**config.mk**
```make
export PLATFORM = sky130hd
export DESIGN_NAME = load_store_unit
export DESIGN_NICKNAME = d
export VERILOG_FILES = /design/src/rtl/lsu_pkg.sv /design/src/rtl/lsu_align.sv /design/src/rtl/load_store_unit.sv
export SDC_FILE = /design/constraint.sdc
export NUM_CORES = 1
export LEC_CHECK = 0
export ABC_AREA = 0
export CORE_UTILIZATION = 40
export CTS_BUF_LIST = sky130_fd_sc_hd__clkbuf_2 sky130_fd_sc_hd__clkbuf_4 sky130_fd_sc_hd__clkbuf_8
export DETAILED_ROUTE_END_ITERATION = 10
export PLACE_DENSITY = 0.69
export SLEW_MARGIN = 10
export SYNTH_ARGS = -nofsm -noshare
export SYNTH_HDL_FRONTEND = slang
export SYNTH_SLANG_ARGS = --single-unit
```
**constraint.sdc**
```tcl
create_clock -name clk -period 7.7 [get_ports clk]
set_clock_uncertainty 0.2 [all_clocks]
set_input_delay 2.31 -clock clk [delete_from_list [all_inputs] [get_ports clk]]
set_output_delay 2.31 -clock clk [all_outputs]
set_load 0.05 [all_outputs]
```
**src/rtl/lsu_pkg.sv**
```systemverilog
// Shared definitions for the load/store unit: RV32 width codes, FSM states, lane masks.
// Latency: n/a (declarations only).
// Backpressure: n/a.
package lsu_pkg;

    // RV32 funct3 width codes for loads and stores
    localparam logic [2:0] F3_B  = 3'b000;
    localparam logic [2:0] F3_H  = 3'b001;
    localparam logic [2:0] F3_W  = 3'b010;
    localparam logic [2:0] F3_BU = 3'b100;
    localparam logic [2:0] F3_HU = 3'b101;

    // Right-justified byte-lane masks, shifted into place by the byte offset
    localparam logic [31:0] LANE_MASK_B = 32'h0000_00FF;
    localparam logic [31:0] LANE_MASK_H = 32'h0000_FFFF;

    typedef enum logic [2:0] {
        S_IDLE,
        S_LOAD,
        S_RMW_RD,
        S_RMW_WR,
        S_ST_WR,
        S_RESP
    } lsu_state_t;

endpackage

```
**src/rtl/lsu_align.sv**
```systemverilog
// Byte/halfword lane steering: load extraction with sign/zero extension, and sub-word store merge.
// Latency: purely combinational.
// Backpressure: none; outputs follow inputs.
module lsu_align
    import lsu_pkg::*;
(
    input  logic [1:0]  addr_lo,
    input  logic [2:0]  funct3,
    input  logic [31:0] word,
    input  logic [31:0] wdata,
    output logic [31:0] load_data,
    output logic [31:0] merge_data
);

    logic [4:0]  lane_shift;
    logic [31:0] shifted;
    logic [31:0] lane_mask;

    // Shift the addressed lane down to bit 0, then extend according to the width code
    always_comb begin
        lane_shift = {addr_lo, 3'b000};
        shifted    = word >> lane_shift;
        load_data  = word;
        case (funct3)
            F3_B:    load_data = {{24{shifted[7]}}, shifted[7:0]};
            F3_BU:   load_data = {24'h0, shifted[7:0]};
            F3_H:    load_data = {{16{shifted[15]}}, shifted[15:0]};
            F3_HU:   load_data = {16'h0, shifted[15:0]};
            default: load_data = word;
        endcase
    end

    // Replace only the addressed byte/half of the old word with the low bits of the store data
    always_comb begin
        lane_mask  = ((funct3 == F3_H) ? LANE_MASK_H : LANE_MASK_B) << lane_shift;
        merge_data = (word & ~lane_mask) | ((wdata << lane_shift) & lane_mask);
    end

endmodule

```
**src/rtl/load_store_unit.sv**
```systemverilog
// RV32 load/store unit bridging the MEM stage to a word-ported memory; optional range check via LSU_RANGE_CHECK_EN.
// Latency: acceptance to resp_valid is 1 cycle for errors, 2 for loads/SW, 3 for SB/SH (read-modify-write).
// Backpressure: req_ready is high only in IDLE; the one-cycle response cannot be stalled.
module load_store_unit
    import lsu_pkg::*;
#(
    parameter int MEM_BYTES = 65536,
    parameter int ADDR_W    = 32,
    parameter int DATA_W    = 32
) (
    input  logic              clk,
    input  logic              rst_n,
    input  logic              req_valid,
    output logic              req_ready,
    input  logic              req_write,
    input  logic [2:0]        req_funct3,
    input  logic [ADDR_W-1:0] req_addr,
    input  logic [DATA_W-1:0] req_wdata,
    output logic              resp_valid,
    output logic [DATA_W-1:0] resp_rdata,
    output logic              resp_err,
    output logic              mem_MemRead,
    output logic              mem_MemWrite,
    output logic [ADDR_W-1:0] mem_address,
    output logic [DATA_W-1:0] mem_writeData,
    input  logic [DATA_W-1:0] mem_readData
);

    // The lane logic is written for a 32-bit word; reject anything else at elaboration
    if (DATA_W != 32 || MEM_BYTES < 4) begin : g_bad_cfg
        $error("load_store_unit: unsupported DATA_W or MEM_BYTES");
    end

    lsu_state_t        state_q, state_d;
    logic              write_q, write_d;
    logic [2:0]        funct3_q, funct3_d;
    logic [ADDR_W-1:0] addr_q, addr_d;
    logic [DATA_W-1:0] wdata_q, wdata_d;
    logic [DATA_W-1:0] merge_q, merge_d;
    logic [DATA_W-1:0] rdata_q, rdata_d;
    logic              err_q, err_d;

    logic              req_err;
    logic [ADDR_W-1:0] aligned_q;
    logic [DATA_W-1:0] align_word;
    logic [DATA_W-1:0] load_data;
    logic [DATA_W-1:0] merge_data;

    assign aligned_q = {addr_q[ADDR_W-1:2], 2'b00};

    // Classify the incoming request: illegal width codes and misaligned addresses never reach memory
    always_comb begin
        req_err = 1'b0;
        case (req_funct3)
            F3_B:    req_err = 1'b0;
            F3_H:    req_err = req_addr[0];
            F3_W:    req_err = (req_addr[1:0] != 2'b00);
            F3_BU:   req_err = req_write;
            F3_HU:   req_err = req_write | req_addr[0];
            default: req_err = 1'b1;
        endcase
`ifdef LSU_RANGE_CHECK_EN
        // Last byte of the aligned word must lie inside the memory; 64-bit sum avoids wrap
        if ((64'({req_addr[ADDR_W-1:2], 2'b00}) + 64'd3) >= 64'(MEM_BYTES)) begin
            req_err = 1'b1;
        end
`endif
    end

    lsu_align u_align (
        .addr_lo    (addr_q[1:0]),
        .funct3     (funct3_q),
        .word       (align_word),
        .wdata      (wdata_q),
        .load_data  (load_data),
        .merge_data (merge_data)
    );

    // Next-state, request latching and state-decoded memory port
    always_comb begin
        state_d       = state_q;
        write_d       = write_q;
        funct3_d      = funct3_q;
        addr_d        = addr_q;
        wdata_d       = wdata_q;
        merge_d       = merge_q;
        rdata_d       = rdata_q;
        err_d         = err_q;
        req_ready     = 1'b0;
        resp_valid    = 1'b0;
        mem_MemRead   = 1'b0;
        mem_MemWrite  = 1'b0;
        mem_address   = '0;
        mem_writeData = '0;
        align_word    = merge_q;

        case (state_q)
            S_IDLE: begin
                req_ready = 1'b1;
                if (req_valid) begin
                    write_d  = req_write;
                    funct3_d = req_funct3;
                    addr_d   = req_addr;
                    wdata_d  = req_wdata;
                    rdata_d  = '0;
                    err_d    = req_err;
                    if (req_err) begin
                        state_d = S_RESP;
                    end else if (!req_write) begin
                        state_d = S_LOAD;
                    end else if (req_funct3 == F3_W) begin
                        state_d = S_ST_WR;
                    end else begin
                        state_d = S_RMW_RD;
                    end
                end
            end
            S_LOAD: begin
                mem_MemRead = 1'b1;
                mem_address = aligned_q;
                align_word  = mem_readData;
                rdata_d     = load_data;
                state_d     = S_RESP;
            end
            S_RMW_RD: begin
                mem_MemRead = 1'b1;
                mem_address = aligned_q;
                merge_d     = mem_readData;
                state_d     = S_RMW_WR;
            end
            S_RMW_WR: begin
                mem_MemWrite  = 1'b1;
                mem_address   = aligned_q;
                mem_writeData = merge_data;
                state_d       = S_RESP;
            end
            S_ST_WR: begin
                mem_MemWrite  = 1'b1;
                mem_address   = aligned_q;
                mem_writeData = wdata_q;
                state_d       = S_RESP;
            end
            S_RESP: begin
                resp_valid = 1'b1;
                state_d    = S_IDLE;
            end
            default: state_d = S_IDLE;
        endcase
    end

    assign resp_rdata = rdata_q;
    assign resp_err   = err_q;

    // State and request registers; async reset aborts any in-flight access immediately
    always_ff @(posedge clk or negedge rst_n) begin
        if (!rst_n) begin
            state_q  <= S_IDLE;
            write_q  <= 1'b0;
            funct3_q <= 3'b000;
            addr_q   <= '0;
            wdata_q  <= '0;
            merge_q  <= '0;
            rdata_q  <= '0;
            err_q    <= 1'b0;
        end else begin
            state_q  <= state_d;
            write_q  <= write_d;
            funct3_q <= funct3_d;
            addr_q   <= addr_d;
            wdata_q  <= wdata_d;
            merge_q  <= merge_d;
            rdata_q  <= rdata_d;
            err_q    <= err_d;
        end
    end

    // write_q is retained for debug visibility of the in-flight request type
    logic unused_ok;
    assign unused_ok = write_q;

endmodule
```
==> load_flow_metrics.sql <==
INSERT INTO impl_metrics (metric_group, metric, value, unit) VALUES
('status', 'result_of_the_run', 'completed', ''),
('placement', 'finalWeightedCongestion', '0.885', ''),
('logic_synthesis', 'yosysSeqAreaShare', '47.8', '%'),
('logic_synthesis', 'synthTopCellsByArea', 'sky130_fd_sc_hd__dfrtp_1, sky130_fd_sc_hd__nand2_1, sky130_fd_sc_hd__mux2_2', ''),
('grt', 'gr-max-usage-layer', 'met2', ''),
('placement', 'count_of_port_buffers_added_during_placement', '201', ''),
('logic_synthesis', 'ys_warn_count', '0', ''),
('clocking', 'cts_post_setup_buffers_inserted', '0', ''),
('pwr', 'power_leakage', '4.40', 'nW'),
('logic_synthesis', 'yosys.area.top_type_share', '47.8', '%'),
('floorplan', 'total_number_of_placement_rows', '48', ''),
('sta', 'clock.fmax', '144', 'MHz'),
('pwr', 'peakVddDrop', '0.176', 'mV'),
('route', 'drt-wirelength-per-cell', '18.8', 'um'),
('sta', 'report.final.slew_viol_count', '0', ''),
('grt', 'global_router_s_overall_resource_usage', '25.1', '%'),
('clocking', 'clock_path_buffers', '2', ''),
('floorplan', 'core_area', '0.0173', 'mm^2'),
('critical_path', 'worst_r2r_path_depth', '6', ''),
('sta', 'tightestPinTransition', '1020', 'ps'),
('critical_path', 'worst-r2r-setup-slack', '4720', 'ps'),
('grt', 'grt_max_degree', '90', ''),
('logic_synthesis', 'post-synth-top-count-cell', 'sky130_fd_sc_hd__nand2_1', ''),
('worst_hold_path', 'worstHoldPathCells', '2', ''),
('sta', 'totalNegativeSetupSlack', '0', 'ps'),
('clocking', 'clock-sinks', '135', ''),
('grt', 'via_count_of_the_first_global_routing_pass', '6092', ''),
('clocking', 'htree_num_levels', '4', ''),
('logic_synthesis', 'synthDistinctLibCells', '50', ''),
('logic_synthesis', 'yosys_register_bits', '135', ''),
('logic_synthesis', 'ys_dominant_reg_cell', 'sky130_fd_sc_hd__dfrtp_1', ''),
('floorplan', 'horizontal_die_dimension', '135', 'um'),
('finish', 'finish.net_count', '1056', ''),
('route', 'vias_per_cell', '5.42', ''),
('critical_path', 'worst_r2r_startpoint', 'state_q[0]', ''),
('critical_path', 'path_max_fanout', '4', ''),
('route', 'firstDrtPassIters', '7', ''),
('clocking', 'clkLatencyLatePin', '470', 'ps'),
('finish', 'antenna_cells_inserted', '0', ''),
('finish', 'multi_input_comb_area', '0.00346', 'mm^2'),
('route', 'via_count', '6458', ''),
('sta', 'layout_worst_path_cycle_share', '90.3', '%'),
('pwr', 'powerDensity', '463', 'mW/mm^2'),
('logic_synthesis', 'netlist_area', '0.00707', 'mm^2'),
('grt', 'use_met1', '34.9', '%'),
('route', 'drt_drc_violations_left', '0', ''),
('critical_path', 'crit_type', 'in -> out', ''),
('clocking', 'clock_transition_at_the_registers_of_the_reported_paths', '80', 'ps'),
('logic_synthesis', 'synth_enable_flop_cells', '0', ''),
('critical_path', 'reg2reg_to', 'resp_rdata[29]', ''),
('clocking', 'hold_buffers', '0', ''),
('worst_hold_path', 'worstHoldEndpoint', 'addr_q[13]', ''),
('floorplan', 'die_height', '135', 'um'),
('clocking', 'post_cts.resized_instances', '0', ''),
('worst_hold_path', 'worstHoldPathType', 'reg -> reg', ''),
('logic_synthesis', 'netlist_instances', '771', ''),
('logic_synthesis', 'average_footprint_of_a_synthesized_cell', '9.17', 'um^2'),
('logic_synthesis', 'synth_largest_area_cell', 'sky130_fd_sc_hd__dfrtp_1', ''),
('route', 'drt-total-wl', '22400', 'um'),
('finish', 'layout-drive-gt1-share', '11.0', '%'),
('sta', 'timing.max_slew.rel_slack', '32.3', '%'),
('sta', 'grt_setup_unrepaired', 'false', ''),
('finish', 'final-seq-area', '0.00338', 'mm^2'),
('sta', 'period_minus_slack', '6950', 'ps'),
('finish', 'final_core_area_utilization', '56.4', '%'),
('floorplan', 'floorplan.initialDensity', '40.9', '%'),
('worst_hold_path', 'hp-start', 'addr_q[13]', ''),
('run', 'max-cap-violations', '0', ''),
('critical_path', 'crit_arrival', '4440', 'ps'),
('sta', 'final-hold-violation-count', '0', ''),
('sta', 'setup_viol', '0', '');
[state kept, by name (all words and copies together) (netlist names)]
register and cells:
addr_q 32, state_q 3, merge_q 32, resp_err 1, resp_rdata 32, wdata_q 32
funct3_q 3
[final cells by class]
| class | instances | share of cell area [%] |
|---|---|---|
| inverter | 10 | 0.385 |
| tap | 225 | 2.88 |
| timing repair buffer | 214 | 21.6 |
| multi-input combinational | 575 | 35.5 |
| sequential | 135 | 34.6 |
| clock inverter | 15 | 2.63 |
| clock buffer | 17 | 2.40 |
[power breakdown]
group | internal (mW) | switching, mW
Sequential | 1.01 | 0.241
Combinational | 0.904 | 1.62
Clock | 0.447 | 0.287
Total | 2.37 | 2.15
[routing by layer]
metal | up-vias | share of wire [%]
li1 | 3012 | -
met1 | 3152 | 44
met2 | 255 | 46
met3 | 39 | 6.9
met4 | 0 | 2.8
met5 | - | 0
[how the worst max path moves through the flow]
stage,from,end,slack (ps),depth (start not counted)
2_1_floorplan,mem_readData[23],mem_writeData[23],1550,3
3_3_place_gp,mem_readData[23],mem_writeData[23],830,5
3_5_place_dp,mem_readData[23],mem_writeData[23],820,5
4_1_cts,mem_readData[23],mem_writeData[23],800,5
5_1_grt,mem_readData[23],mem_writeData[23],750,5
6_report,mem_readData[23],mem_writeData[23],750,5
[cell usage in the layout, fill, tap and decap left out, types with 3 or more instances in the layout]
cell,instances
sky130_fd_sc_hd__nor3_1,4
sky130_fd_sc_hd__o21ai_0,32
sky130_fd_sc_hd__nor2_1,14
sky130_fd_sc_hd__a221oi_1,3
sky130_fd_sc_hd__nand3_1,18
sky130_fd_sc_hd__mux2i_1,20
sky130_fd_sc_hd__mux2_2,35
sky130_fd_sc_hd__bufinv_16,7
sky130_fd_sc_hd__a22oi_1,7
sky130_fd_sc_hd__or2_2,4
sky130_fd_sc_hd__a32o_1,17
sky130_fd_sc_hd__buf_4,13
sky130_fd_sc_hd__and2_1,33
sky130_fd_sc_hd__clkdlybuf4s50_1,200
sky130_fd_sc_hd__a32oi_1,5
sky130_fd_sc_hd__a2bb2oi_1,3
sky130_fd_sc_hd__dfrtp_1,135
sky130_fd_sc_hd__a22o_1,26
sky130_fd_sc_hd__clkinv_2,6
sky130_fd_sc_hd__a21oi_1,12
sky130_fd_sc_hd__clkbuf_8,17
sky130_fd_sc_hd__mux4_2,12
sky130_fd_sc_hd__nand2b_1,17
sky130_fd_sc_hd__inv_1,10
sky130_fd_sc_hd__nand2_1,278
[cells by family (layout without fill, tap and decap cells)]
kind of cell | count (synthesis) | in the layout | share of synthesized area [%]
buf+inv | 62 | 256 | 3.56
mux | 67 | 67 | 12.2
other cells | 1 | 2 | 0.0530
compound gates | 127 | 127 | 13.4
flops | 135 | 135 | 47.8
simple gates | 379 | 379 | 23.0
[per-stage QoR]
stage | worst slack [ps] | area [um^2] | instances | hold slack (ps) | power (mW)
3_5_place_dp | 821 | 9270 | 1159 | 254 | 3.78
2_1_floorplan | 1550 | 7070 | 772 | 237 | 2.95
3_3_place_gp | 825 | 9270 | 1159 | 249 | 3.75
5_1_grt | 747 | 9760 | 1191 | 279 | 4.76
6_report | 748 | 9760 | 1191 | 268 | 4.51
4_1_cts | 802 | 9760 | 1191 | 272 | 4.52
[worst max-delay path: stages]
cell                              delay, ps
sky130_fd_sc_hd__clkdlybuf4s50_1        560
sky130_fd_sc_hd__mux2_2                 250
sky130_fd_sc_hd__o21ai_0                 90
sky130_fd_sc_hd__o21ai_0                350
sky130_fd_sc_hd__clkdlybuf4s50_1        880
Note: power is estimated with default switching activity, not from simulation.
